--- config.mk ---
export PLATFORM = sky130hd
export DESIGN_NAME = ahb_slave_mem_bridge_flat
export DESIGN_NICKNAME = d
export VERILOG_FILES = /design/src/rtl/ahb_slave_mem_bridge_if.sv /design/src/rtl/ahb_slave_mem_bridge.sv /design/src/flat_wrapper.sv
export SDC_FILE = /design/constraint.sdc
export NUM_CORES = 1
export LEC_CHECK = 0
export CAP_MARGIN = 0
export CORE_UTILIZATION = 25
export CTS_CLUSTER_SIZE = 24
export DETAILED_ROUTE_END_ITERATION = 8
export GPL_ROUTABILITY_DRIVEN = 0
export PLACE_DENSITY = 0.65
export SETUP_SLACK_MARGIN = 0.4
export SLEW_MARGIN = 20
export SYNTH_ARGS = -nofsm -noshare
export SYNTH_HDL_FRONTEND = slang
export SYNTH_SLANG_ARGS = --single-unit
--- constraint.sdc ---
create_clock -name hclk -period 1.5 [get_ports hclk]
set_input_delay 0.3 -clock hclk [delete_from_list [all_inputs] [get_ports hclk]]
set_output_delay 0.3 -clock hclk [all_outputs]
set_load 0.01 [all_outputs]
--- src/rtl/ahb_slave_mem_bridge_if.sv ---
// ahb_slave_mem_bridge_if: AHB-Lite bus signals seen by a single responder
interface ahb_slave_mem_bridge_if;
    logic        hsel;
    logic [31:0] haddr;
    logic [1:0]  htrans;
    logic        hwrite;
    logic [2:0]  hsize;
    logic [2:0]  hburst;
    logic [3:0]  hprot;
    logic [31:0] hwdata;
    logic        hready;
    logic        hreadyout;
    logic [1:0]  hresp;
    logic [31:0] hrdata;
    modport master (
        output hsel, haddr, htrans, hwrite, hsize, hburst, hprot, hwdata, hready,
        input  hreadyout, hresp, hrdata
    );
    modport slave (
        input  hsel, haddr, htrans, hwrite, hsize, hburst, hprot, hwdata, hready,
        output hreadyout, hresp, hrdata
    );
endinterface

--- src/rtl/ahb_slave_mem_bridge.sv ---
// ahb_slave_mem_bridge: AHB-Lite responder turning each transfer into one req/ack back-end access
module ahb_slave_mem_bridge #(
    parameter int TIMEOUT = 16
) (
    input  logic                  hclk,
    input  logic                  reset,
    ahb_slave_mem_bridge_if.slave ahb_slv,
    output logic                  mem_req,
    output logic                  mem_we,
    output logic [29:0]           mem_addr,
    output logic [3:0]            mem_be,
    output logic [31:0]           mem_wdata,
    input  logic [31:0]           mem_rdata,
    input  logic                  mem_ack,
    input  logic                  mem_err
);
    typedef enum logic [2:0] {sIdle, sReq, sDone, sErr1, sErr2} state_t;
    state_t      state, state_nxt;
    logic [7:0]  cnt;
    logic        open, accept, illegal;
    logic [3:0]  be;
    logic        unused_ok;
    assign unused_ok = ^{ahb_slv.hburst, ahb_slv.hprot};
    always_comb begin
        open       = state == sIdle || state == sDone || state == sErr2;
        accept     = open & ahb_slv.hsel & ahb_slv.hready & ahb_slv.htrans[1];
        illegal    = ahb_slv.hsize > 3'd2 || (ahb_slv.hsize == 3'd1 && ahb_slv.haddr[0]) ||
                     (ahb_slv.hsize == 3'd2 && |ahb_slv.haddr[1:0]);
        be         = ahb_slv.hsize == 3'd0 ? 4'b0001 << ahb_slv.haddr[1:0] :
                     ahb_slv.hsize == 3'd1 ? (ahb_slv.haddr[1] ? 4'b1100 : 4'b0011) :
                     ahb_slv.hsize == 3'd2 ? 4'b1111 : 4'b0000;
        mem_req    = state == sReq;
        mem_wdata  = ahb_slv.hwdata;
        ahb_slv.hreadyout = open;
        ahb_slv.hresp     = (state == sErr1 || state == sErr2) ? 2'b01 : 2'b00;
        state_nxt  = sIdle;
        case (state)
            sReq:    state_nxt = mem_ack ? (mem_err ? sErr1 : sDone) :
                                 cnt == 8'(TIMEOUT - 1) ? sErr1 : sReq;
            sErr1:   state_nxt = sErr2;
            default: state_nxt = accept ? (illegal ? sErr1 : sReq) : sIdle;
        endcase
    end
    always_ff @(posedge hclk) begin
        if (reset) state <= sIdle;
        else       state <= state_nxt;
    end
    // Request attributes are only loaded while ready, so they stay frozen through sReq.
    always_ff @(posedge hclk) begin
        if (reset) begin
            mem_we         <= 1'b0;
            mem_addr       <= '0;
            mem_be         <= '0;
            cnt            <= '0;
            ahb_slv.hrdata <= '0;
        end else begin
            if (accept) begin
                mem_we   <= ahb_slv.hwrite;
                mem_addr <= ahb_slv.haddr[31:2];
                mem_be   <= be;
            end
            cnt <= mem_req ? cnt + 8'd1 : 8'd0;
            if (mem_req && mem_ack && !mem_err && !mem_we) ahb_slv.hrdata <= mem_rdata;
        end
    end
endmodule
--- src/flat_wrapper.sv ---
// flat-port wrapper written by rule: the top's interface ports become plain ports
module ahb_slave_mem_bridge_flat 
#(
    parameter int TIMEOUT = 16
)
  (hclk, reset, mem_req, mem_we, mem_addr, mem_be, mem_wdata, mem_rdata, mem_ack, mem_err, ahb_slv_hsel, ahb_slv_haddr, ahb_slv_htrans, ahb_slv_hwrite, ahb_slv_hsize, ahb_slv_hburst, ahb_slv_hprot, ahb_slv_hwdata, ahb_slv_hready, ahb_slv_hreadyout, ahb_slv_hresp, ahb_slv_hrdata);
  ahb_slave_mem_bridge_if ahb_slv_i ();
  input  logic hclk;
  input  logic reset;
  output logic mem_req;
  output logic mem_we;
  output logic [29:0] mem_addr;
  output logic [3:0] mem_be;
  output logic [31:0] mem_wdata;
  input  logic [31:0] mem_rdata;
  input  logic mem_ack;
  input  logic mem_err;
  input wire logic [$bits(ahb_slv_i.hsel)-1:0] ahb_slv_hsel;
  input wire logic [$bits(ahb_slv_i.haddr)-1:0] ahb_slv_haddr;
  input wire logic [$bits(ahb_slv_i.htrans)-1:0] ahb_slv_htrans;
  input wire logic [$bits(ahb_slv_i.hwrite)-1:0] ahb_slv_hwrite;
  input wire logic [$bits(ahb_slv_i.hsize)-1:0] ahb_slv_hsize;
  input wire logic [$bits(ahb_slv_i.hburst)-1:0] ahb_slv_hburst;
  input wire logic [$bits(ahb_slv_i.hprot)-1:0] ahb_slv_hprot;
  input wire logic [$bits(ahb_slv_i.hwdata)-1:0] ahb_slv_hwdata;
  input wire logic [$bits(ahb_slv_i.hready)-1:0] ahb_slv_hready;
  output wire logic [$bits(ahb_slv_i.hreadyout)-1:0] ahb_slv_hreadyout;
  output wire logic [$bits(ahb_slv_i.hresp)-1:0] ahb_slv_hresp;
  output wire logic [$bits(ahb_slv_i.hrdata)-1:0] ahb_slv_hrdata;
  assign ahb_slv_i.hsel = ahb_slv_hsel;
  assign ahb_slv_i.haddr = ahb_slv_haddr;
  assign ahb_slv_i.htrans = ahb_slv_htrans;
  assign ahb_slv_i.hwrite = ahb_slv_hwrite;
  assign ahb_slv_i.hsize = ahb_slv_hsize;
  assign ahb_slv_i.hburst = ahb_slv_hburst;
  assign ahb_slv_i.hprot = ahb_slv_hprot;
  assign ahb_slv_i.hwdata = ahb_slv_hwdata;
  assign ahb_slv_i.hready = ahb_slv_hready;
  assign ahb_slv_hreadyout = ahb_slv_i.hreadyout;
  assign ahb_slv_hresp = ahb_slv_i.hresp;
  assign ahb_slv_hrdata = ahb_slv_i.hrdata;
  ahb_slave_mem_bridge #(.TIMEOUT(TIMEOUT)) u_core (.hclk(hclk), .reset(reset), .ahb_slv(ahb_slv_i), .mem_req(mem_req), .mem_we(mem_we), .mem_addr(mem_addr), .mem_be(mem_be), .mem_wdata(mem_wdata), .mem_rdata(mem_rdata), .mem_ack(mem_ack), .mem_err(mem_err));
endmodule
==> impl_results.rst, run 1 <==
.. list-table::
   :header-rows: 1

   * - Metric
     - Value
   * - Outcome
     - complete, but fails checks
   * - Violated checks
     - setup timing
   * - Initial DRT Pass Iterations
     - 4
   * - Antenna violations before repair
     - 0
   * - Final design utilization
     - 47.7%
   * - Post-synthesis cell count
     - 398
   * - Num Clock Sinks
     - 78
   * - Commonest cells after routing, fill and taps aside
     - 72 x sky130_fd_sc_hd__clkdlybuf4s50_1, 71 x sky130_fd_sc_hd__buf_6, 69 x sky130_fd_sc_hd__dfxtp_2
   * - Final Critical Period
     - 1560 ps
   * - Main synth FF type
     - sky130_fd_sc_hd__dfxtp_1
   * - Total die area
     - 13900 um2
   * - Half-perimeter wire length of the detailed placement result
     - 7.02 mm
   * - Crit path launch
     - u_core.state[1]
   * - Most frequent standard cell in the layout excluding fill and tap cells
     - sky130_fd_sc_hd__clkdlybuf4s50_1
   * - Via count
     - 3498
   * - Signed area change from the synthesized netlist to the final layout
     - 82.5%
   * - Cell count of the worst reg-to-reg path
     - 4
   * - Max-capacitance violation count
     - 0
   * - Core Box Area
     - 12800 um2
   * - Yosys cell types
     - 37
   * - Maximum number of pins on one net before global-route repair
     - 34
   * - Layout Nets
     - 660
   * - Data required, critical path
     - 1200 ps
   * - CTS buffer count
     - 9
   * - Max Root-Sink Buffers
     - 2
   * - Startpoint type of the worst setup path
     - register
   * - Beginning of the worst register-to-register path
     - u_core.state[1]
   * - Starting Density
     - 26.1%
   * - Site Rows
     - 41
   * - Maximum clock frequency
     - 643 MHz
   * - Arrival time reported for the critical path endpoint
     - 1260 ps
   * - Average detailed-routed wire length per instance
     - 16.4 um
   * - Clock tree from TritonCTS
     - built
   * - Maximum vdd drop
     - 594 uV
   * - Final-report setup violation count
     - 1
   * - Post-synth design cell area
     - 3350 um2
   * - H-tree level count
     - 3
   * - Kind of end point of the critical path
     - output pin
   * - Crit path kind
     - reg2out
   * - Worst path cell trace
     - or3b_4, inv_8, buf_6
   * - Part of the Yosys area used for sequential elements
     - 46.6%
   * - Clock insertion delay at the later pin of the skew report
     - 340 ps
   * - Number of DRC violations after detailed-routing iteration 0
     - 138
   * - # diodes
     - 0
   * - Min Hold Slack
     - 265 ps
   * - Library cell contributing the largest single delay on the critical path
     - sky130_fd_sc_hd__or3b_4
   * - Total Negative Setup Slacks
     - -56.2 ps
   * - Routed wire length
     - 11.8 mm
   * - Max-slew violation total from the final report
     - 0
   * - Chip Width
     - 118 um
   * - Vias in the first global route
     - 3460
   * - Maximum single-stage delay on the critical path
     - 430 ps
   * - Drc violations
     - 0
   * - Flop2flop setup slack
     - 60 ps
   * - Number of routed nets with antenna violations
     - 0
   * - Worst r2r dst
     - u_core.ahb_slv.hrdata[29]
   * - Wire length of the first global-routing pass
     - 17.7 mm
   * - Power per cell area
     - 861 nW/um2
   * - Clock root buffer master
     - sky130_fd_sc_hd__clkbuf_16
   * - Number of I/O port buffers
     - 144
   * - Die extent in y
     - 118 um
   * - Total global routing track utilization
     - 15.9%
   * - Max Clock Skew
     - 5.23 ps
   * - Synth warnings
     - 0
   * - Mean number of vias per cell
     - 4.85
   * - Worst setup endpoint
     - mem_req
   * - Async set-or-reset flop fraction in the synthesized netlist
     - 0%
   * - Setup WS post-layout
     - -56.2 ps
   * - Hold Fails Final Rpt
     - 0
   * - Unrepaired setup endpoints after global routing
     - true
   * - Post-synth EDFFs
     - 0
   * - Path category of the worst min-delay check
     - in2reg
   * - Worst Path Max Fanout
     - 2
   * - Boundary Pins
     - 218
   * - Synthesized Nets
     - 514
   * - Post-synthesis sequential element count
     - 78
   * - Grt ovf
     - 0
   * - Reg clk slew, reported paths
     - 60 ps
   * - Fraction of final layout cells sized beyond drive strength 1
     - 54.5%
   * - Mean area per synthesized cell
     - 8.42 um2
   * - Leakage
     - 2.23 nW
   * - Crit share post-route
     - 104%
   * - Overall power after layout
     - 5.26 mW
==> synth_stat cells (2+ instances only) <==
| cell type | count | area share [%] |
|---|---|---|
| sky130_fd_sc_hd__a21o_1 | 2 | 0.45 |
| sky130_fd_sc_hd__a21oi_1 | 71 | 11 |
| sky130_fd_sc_hd__a21oi_2 | 3 | 0.78 |
| sky130_fd_sc_hd__and3_1 | 2 | 0.37 |
| sky130_fd_sc_hd__buf_2 | 7 | 1.0 |
| sky130_fd_sc_hd__buf_4 | 33 | 7.4 |
| sky130_fd_sc_hd__buf_6 | 2 | 0.67 |
| sky130_fd_sc_hd__buf_8 | 3 | 1.3 |
| sky130_fd_sc_hd__clkbuf_1 | 19 | 2.1 |
| sky130_fd_sc_hd__clkbuf_2 | 3 | 0.45 |
| sky130_fd_sc_hd__dfxtp_1 | 78 | 47 |
| sky130_fd_sc_hd__inv_1 | 3 | 0.34 |
| sky130_fd_sc_hd__nand2_1 | 4 | 0.45 |
| sky130_fd_sc_hd__nand2b_1 | 3 | 0.56 |
| sky130_fd_sc_hd__nand3_1 | 68 | 10 |
| sky130_fd_sc_hd__nor2_1 | 5 | 0.56 |
| sky130_fd_sc_hd__o21ai_0 | 62 | 9.3 |
| sky130_fd_sc_hd__o21ai_1 | 5 | 0.75 |
| sky130_fd_sc_hd__o2bb2ai_1 | 4 | 1.0 |
| sky130_fd_sc_hd__or3_1 | 3 | 0.56 |
| sky130_fd_sc_hd__xnor2_1 | 2 | 0.52 |
==> per-layer routing <==
layer	GRT usage [%]	vias up	wire length (um)
li1	-	1673	-
met1	17.8	1671	4740
met2	27.0	124	5950
met3	6.44	30	911
met4	5.69	0	195
met5	0	-	0
==> worst min-delay path by stage <==
stage / cells after the start / from / to / slack, ps
after CTS: 2 / reset / u_core.mem_addr[5] / 210
after detailed placement: 1 / u_core.cnt[0] / u_core.cnt[0] / 450
after floorplan: 1 / reset / u_core.state[2] / 370
after global placement: 1 / u_core.cnt[0] / u_core.cnt[0] / 450
final: 2 / reset / u_core.mem_addr[5] / 270
after global routing: 2 / reset / u_core.mem_addr[5] / 270
==> metrics by stage <==
stage          worst slack, ps  instance area [um2]  instances
2_1_floorplan              185                 3370        398
3_3_place_gp              -394                 4810        670
3_5_place_dp              -364                 4810        670
4_1_cts                  -68.6                 5300        694
5_1_grt                  -95.0                 6110        721
6_report                 -56.2                 6110        721
==> power breakdown <==
part / internal (mW) / leakage (nW) / total, mW / switching (mW)
combinational: 0.435 / 1.41 / 0.783 / 0.348
clock: 1.47 / 0.155 / 2.32 / 0.853
sequential: 2.12 / 0.665 / 2.15 / 0.0347
total: 4.03 / 2.23 / 5.26 / 1.24
==> cell type report <==
type | count | area, um2
inverter | 5 | 28.8
clock buffer | 14 | 284
tap | 172 | 215
multi-input combinational | 249 | 1750
sequential | 78 | 1650
clock inverter | 2 | 37.5
fill | 1182 | 6710
timing repair buffer | 201 | 2140
==> timing repair <==
item,4_1_cts,5_1_grt
hold buffers,0,0
gates resized for setup,412,151
setup buffers,4,24
gates cloned,4,3
pin swaps,24,21
endpoints found under the setup margin,147,138
==> state kept, by name, indices dropped and copies added (netlist names) <==
register,count
u_core.ahb_slv.hrdata,32
u_core.mem_addr,30
u_core.cnt,8
u_core.mem_be,4
u_core.state,3
u_core.mem_we,1
==> kinds of logic after synthesis <==
| group | count (synthesis) | synth area share [%] |
|---|---|---|
| other | 1 | 0.112 |
| AO/OA/AOI/OAI | 150 | 23.6 |
| adder cells (fa/ha/maj) | 1 | 0.373 |
| flip-flops | 78 | 46.6 |
| AND/OR/NAND/NOR | 93 | 14.7 |
| XOR/XNOR | 3 | 0.785 |
| buffers and inverters | 72 | 13.8 |
==> critical path: cells and delay by family, from the launching register on <==
family	cells	cell delay, ps
buffers and inverters	2	160
and+or+nand+nor	1	430
DFF	1	320
Power figures use the tool's default switching activity.
==> run 2: changes to the inputs <==
==> constraint.sdc (replaced) <==
create_clock -name hclk -period 1.5 [get_ports hclk]
set_input_delay 0.3 -clock hclk [delete_from_list [all_inputs] [get_ports hclk]]
set_output_delay 0.3 -clock hclk [all_outputs]
set_load 0.02 [all_outputs]
==> impl_results.rst, run 2 (synthesis results as in run 1) <==
.. list-table::
   :header-rows: 1

   * - Metric
     - Value
   * - Maximum clock frequency
     - 644 MHz (+0.29%)
   * - Crit path kind
     - reg2out
   * - Number of routed nets with antenna violations
     - 0 (unchanged)
   * - Violated checks
     - setup timing
   * - Startpoint type of the worst setup path
     - register
   * - Crit share post-route
     - 103% (-0.30 points)
   * - H-tree level count
     - 3 (unchanged)
   * - Number of DRC violations after detailed-routing iteration 0
     - 244 (+77%)
   * - Via count
     - 3492 (-0.17%)
   * - Path category of the worst min-delay check
     - in2reg
   * - Max-slew violation total from the final report
     - 0 (unchanged)
   * - Fraction of final layout cells sized beyond drive strength 1
     - 52.8% (-1.6 points)
   * - Clock tree from TritonCTS
     - built
   * - Clock root buffer master
     - sky130_fd_sc_hd__clkbuf_16
   * - Layout Nets
     - 660 (unchanged)
   * - Die extent in y
     - 118 um (unchanged)
   * - Final design utilization
     - 47.0% (-0.64 points)
   * - Outcome
     - complete, but fails checks
   * - Grt ovf
     - 0 (unchanged)
   * - Leakage
     - 2.20 nW (-1.2%)
   * - Hold Fails Final Rpt
     - 0 (unchanged)
   * - Signed area change from the synthesized netlist to the final layout
     - 80.0%
   * - Hold buffer count at cts
     - 0 (unchanged)
   * - Number of flip-flops under the largest register name
     - 32 (unchanged)
   * - Maximum number of pins on one net before global-route repair
     - 35 (+2.9%)
   * - Kind of end point of the critical path
     - output pin
   * - Total global routing track utilization
     - 15.0% (-0.95 points)
   * - Most frequent standard cell in the layout excluding fill and tap cells
     - sky130_fd_sc_hd__buf_6
   * - Site Rows
     - 41 (unchanged)
   * - Routed wire length
     - 11.7 mm (-1.1%)
   * - Reg clk slew, reported paths
     - 60 ps (about the same)
   * - Worst Path Max Fanout
     - 2 (unchanged)
   * - Max Clock Skew
     - 10.1 ps (+4.83 ps)
   * - Clock insertion delay at the later pin of the skew report
     - 340 ps (about the same)
   * - Wire length of the first global-routing pass
     - 16.6 mm (-6.1%)
   * - CTS buffer count
     - 9 (unchanged)
   * - Final-report setup violation count
     - 7 (+6)
   * - Commonest cells after routing, fill and taps aside
     - 76 x sky130_fd_sc_hd__buf_6, 72 x sky130_fd_sc_hd__clkdlybuf4s50_1, 69 x sky130_fd_sc_hd__dfxtp_2
   * - Boundary Pins
     - 218 (unchanged)
   * - Chip Width
     - 118 um (unchanged)
   * - Average detailed-routed wire length per instance
     - 16.2 um (-1.1%)
   * - Data required, critical path
     - 1200 ps (about the same)
   * - Final Critical Period
     - 1550 ps (-4.56 ps)
   * - Max-capacitance violation count
     - 0 (unchanged)
   * - Starting Density
     - 26.1% (unchanged)
   * - Initial DRT Pass Iterations
     - 4 (unchanged)
   * - # diodes
     - 0 (unchanged)
   * - Mean number of vias per cell
     - 4.84 (-0.17%)
   * - Total of fill cells in the finished design
     - 1199 (+1.4%)
   * - Antenna violations before repair
     - 0 (unchanged)
   * - Unrepaired setup endpoints after global routing
     - true
   * - Maximum vdd drop
     - 602 uV (+1.3%)
   * - Arrival time reported for the critical path endpoint
     - 1250 ps (about the same)
   * - Number of I/O port buffers
     - 144 (unchanged)
   * - Core Box Area
     - 12800 um2 (unchanged)
   * - Setup WS post-layout
     - -51.7 ps (+4.56 ps)
   * - Max Root-Sink Buffers
     - 2 (unchanged)
   * - Largest Register
     - u_core.ahb_slv.hrdata
   * - Total die area
     - 13900 um2 (unchanged)
   * - Half-perimeter wire length of the detailed placement result
     - 6.94 mm (-1.2%)
   * - Drc violations
     - 0 (unchanged)
   * - Power per cell area
     - 861 nW/um2 (about the same)
   * - Vias in the first global route
     - 3348 (-3.2%)
   * - Num Clock Sinks
     - 78 (unchanged)
   * - Setup Slack @ Placement
     - -361 ps (+3.16 ps)
   * - Largest registers in the final layout
     - u_core.ahb_slv.hrdata (32), u_core.mem_addr (30), u_core.cnt (8)
-- run 2: changes by cell type in the layout (fill, tap and decap cells not counted), sizes merged --
cell / change
buf: -2
clkbuf: -2
clkinv: +2
inv: +1
clkinvlp: +1
-- run 2: path summary, 6_finish.rpt --
check	start	endpoint	slack, ps	cells past startpoint
setup / recovery	u_core.state[2]	mem_req	-50	3
hold reg to reg	u_core.mem_addr[14]	u_core.mem_addr[14]	460	2
setup reg to reg	u_core.state[2]	u_core.state[1]	-20	8
hold / removal	reset	u_core.mem_be[3]	370	3
-- run 2: cell type report --
| type | count | area, um2 | area share (%) |
|---|---|---|---|
| Timing Repair Buffer | 201 | 2150 | 35.7 |
| Multi-Input combinational cell | 249 | 1670 | 27.7 |
| Sequential cell | 78 | 1650 | 27.4 |
| Clock buffer | 10 | 239 | 3.96 |
| Tap cell | 172 | 215 | 3.57 |
| Clock inverter | 6 | 67.6 | 1.12 |
| Inverter | 5 | 31.3 | 0.519 |
-- run 2: per-layer routing --
layer / routed length [um] / share of wire, % / up-vias / GRT usage, %
met5: 0 / 0 / - / 0
met2: 5740 / 49 / 149 / 24.4
met1: 4760 / 41 / 1647 / 17.4
li1: - / - / 1679 / -
met3: 1030 / 8.8 / 17 / 5.96
met4: 150 / 1.3 / 0 / 6.01
-- run 2: per-stage QoR --
step / hold slack, ps / instances / cell area [um2] / total power [mW] / setup TNS [ps]
floorplan: 370 / 398 / 3370 / 2.56 / 0
global placement: 444 / 673 / 4780 / 2.78 / -10350
detailed placement: 446 / 673 / 4780 / 2.79 / -11800
CTS: 328 / 696 / 5420 / 5.13 / -157
global route: 355 / 721 / 6030 / 5.42 / -937
finish: 366 / 721 / 6030 / 5.19 / -109
-- run 2: repair_timing --
item	in CTS	in global routing
resized for setup	503	109
buffers inserted	5	18
endpoints found under the setup margin	147	147
pin swaps	3	20
hold endpoints to repair	0	0
gates cloned	2	7
-- run 2: power by group --
group | switching (mW) | internal [mW] | total [mW]
Clock | 0.902 | 1.34 | 2.24
Sequential | 0.0324 | 2.12 | 2.15
Combinational | 0.368 | 0.426 | 0.795
Total | 1.30 | 3.89 | 5.19
-- run 2: critical path, stage by stage (launching register included) --
cell and delay (ps):
sky130_fd_sc_hd__dfxtp_2 320, sky130_fd_sc_hd__or3b_4 420, sky130_fd_sc_hd__inv_8 70, sky130_fd_sc_hd__buf_6 110
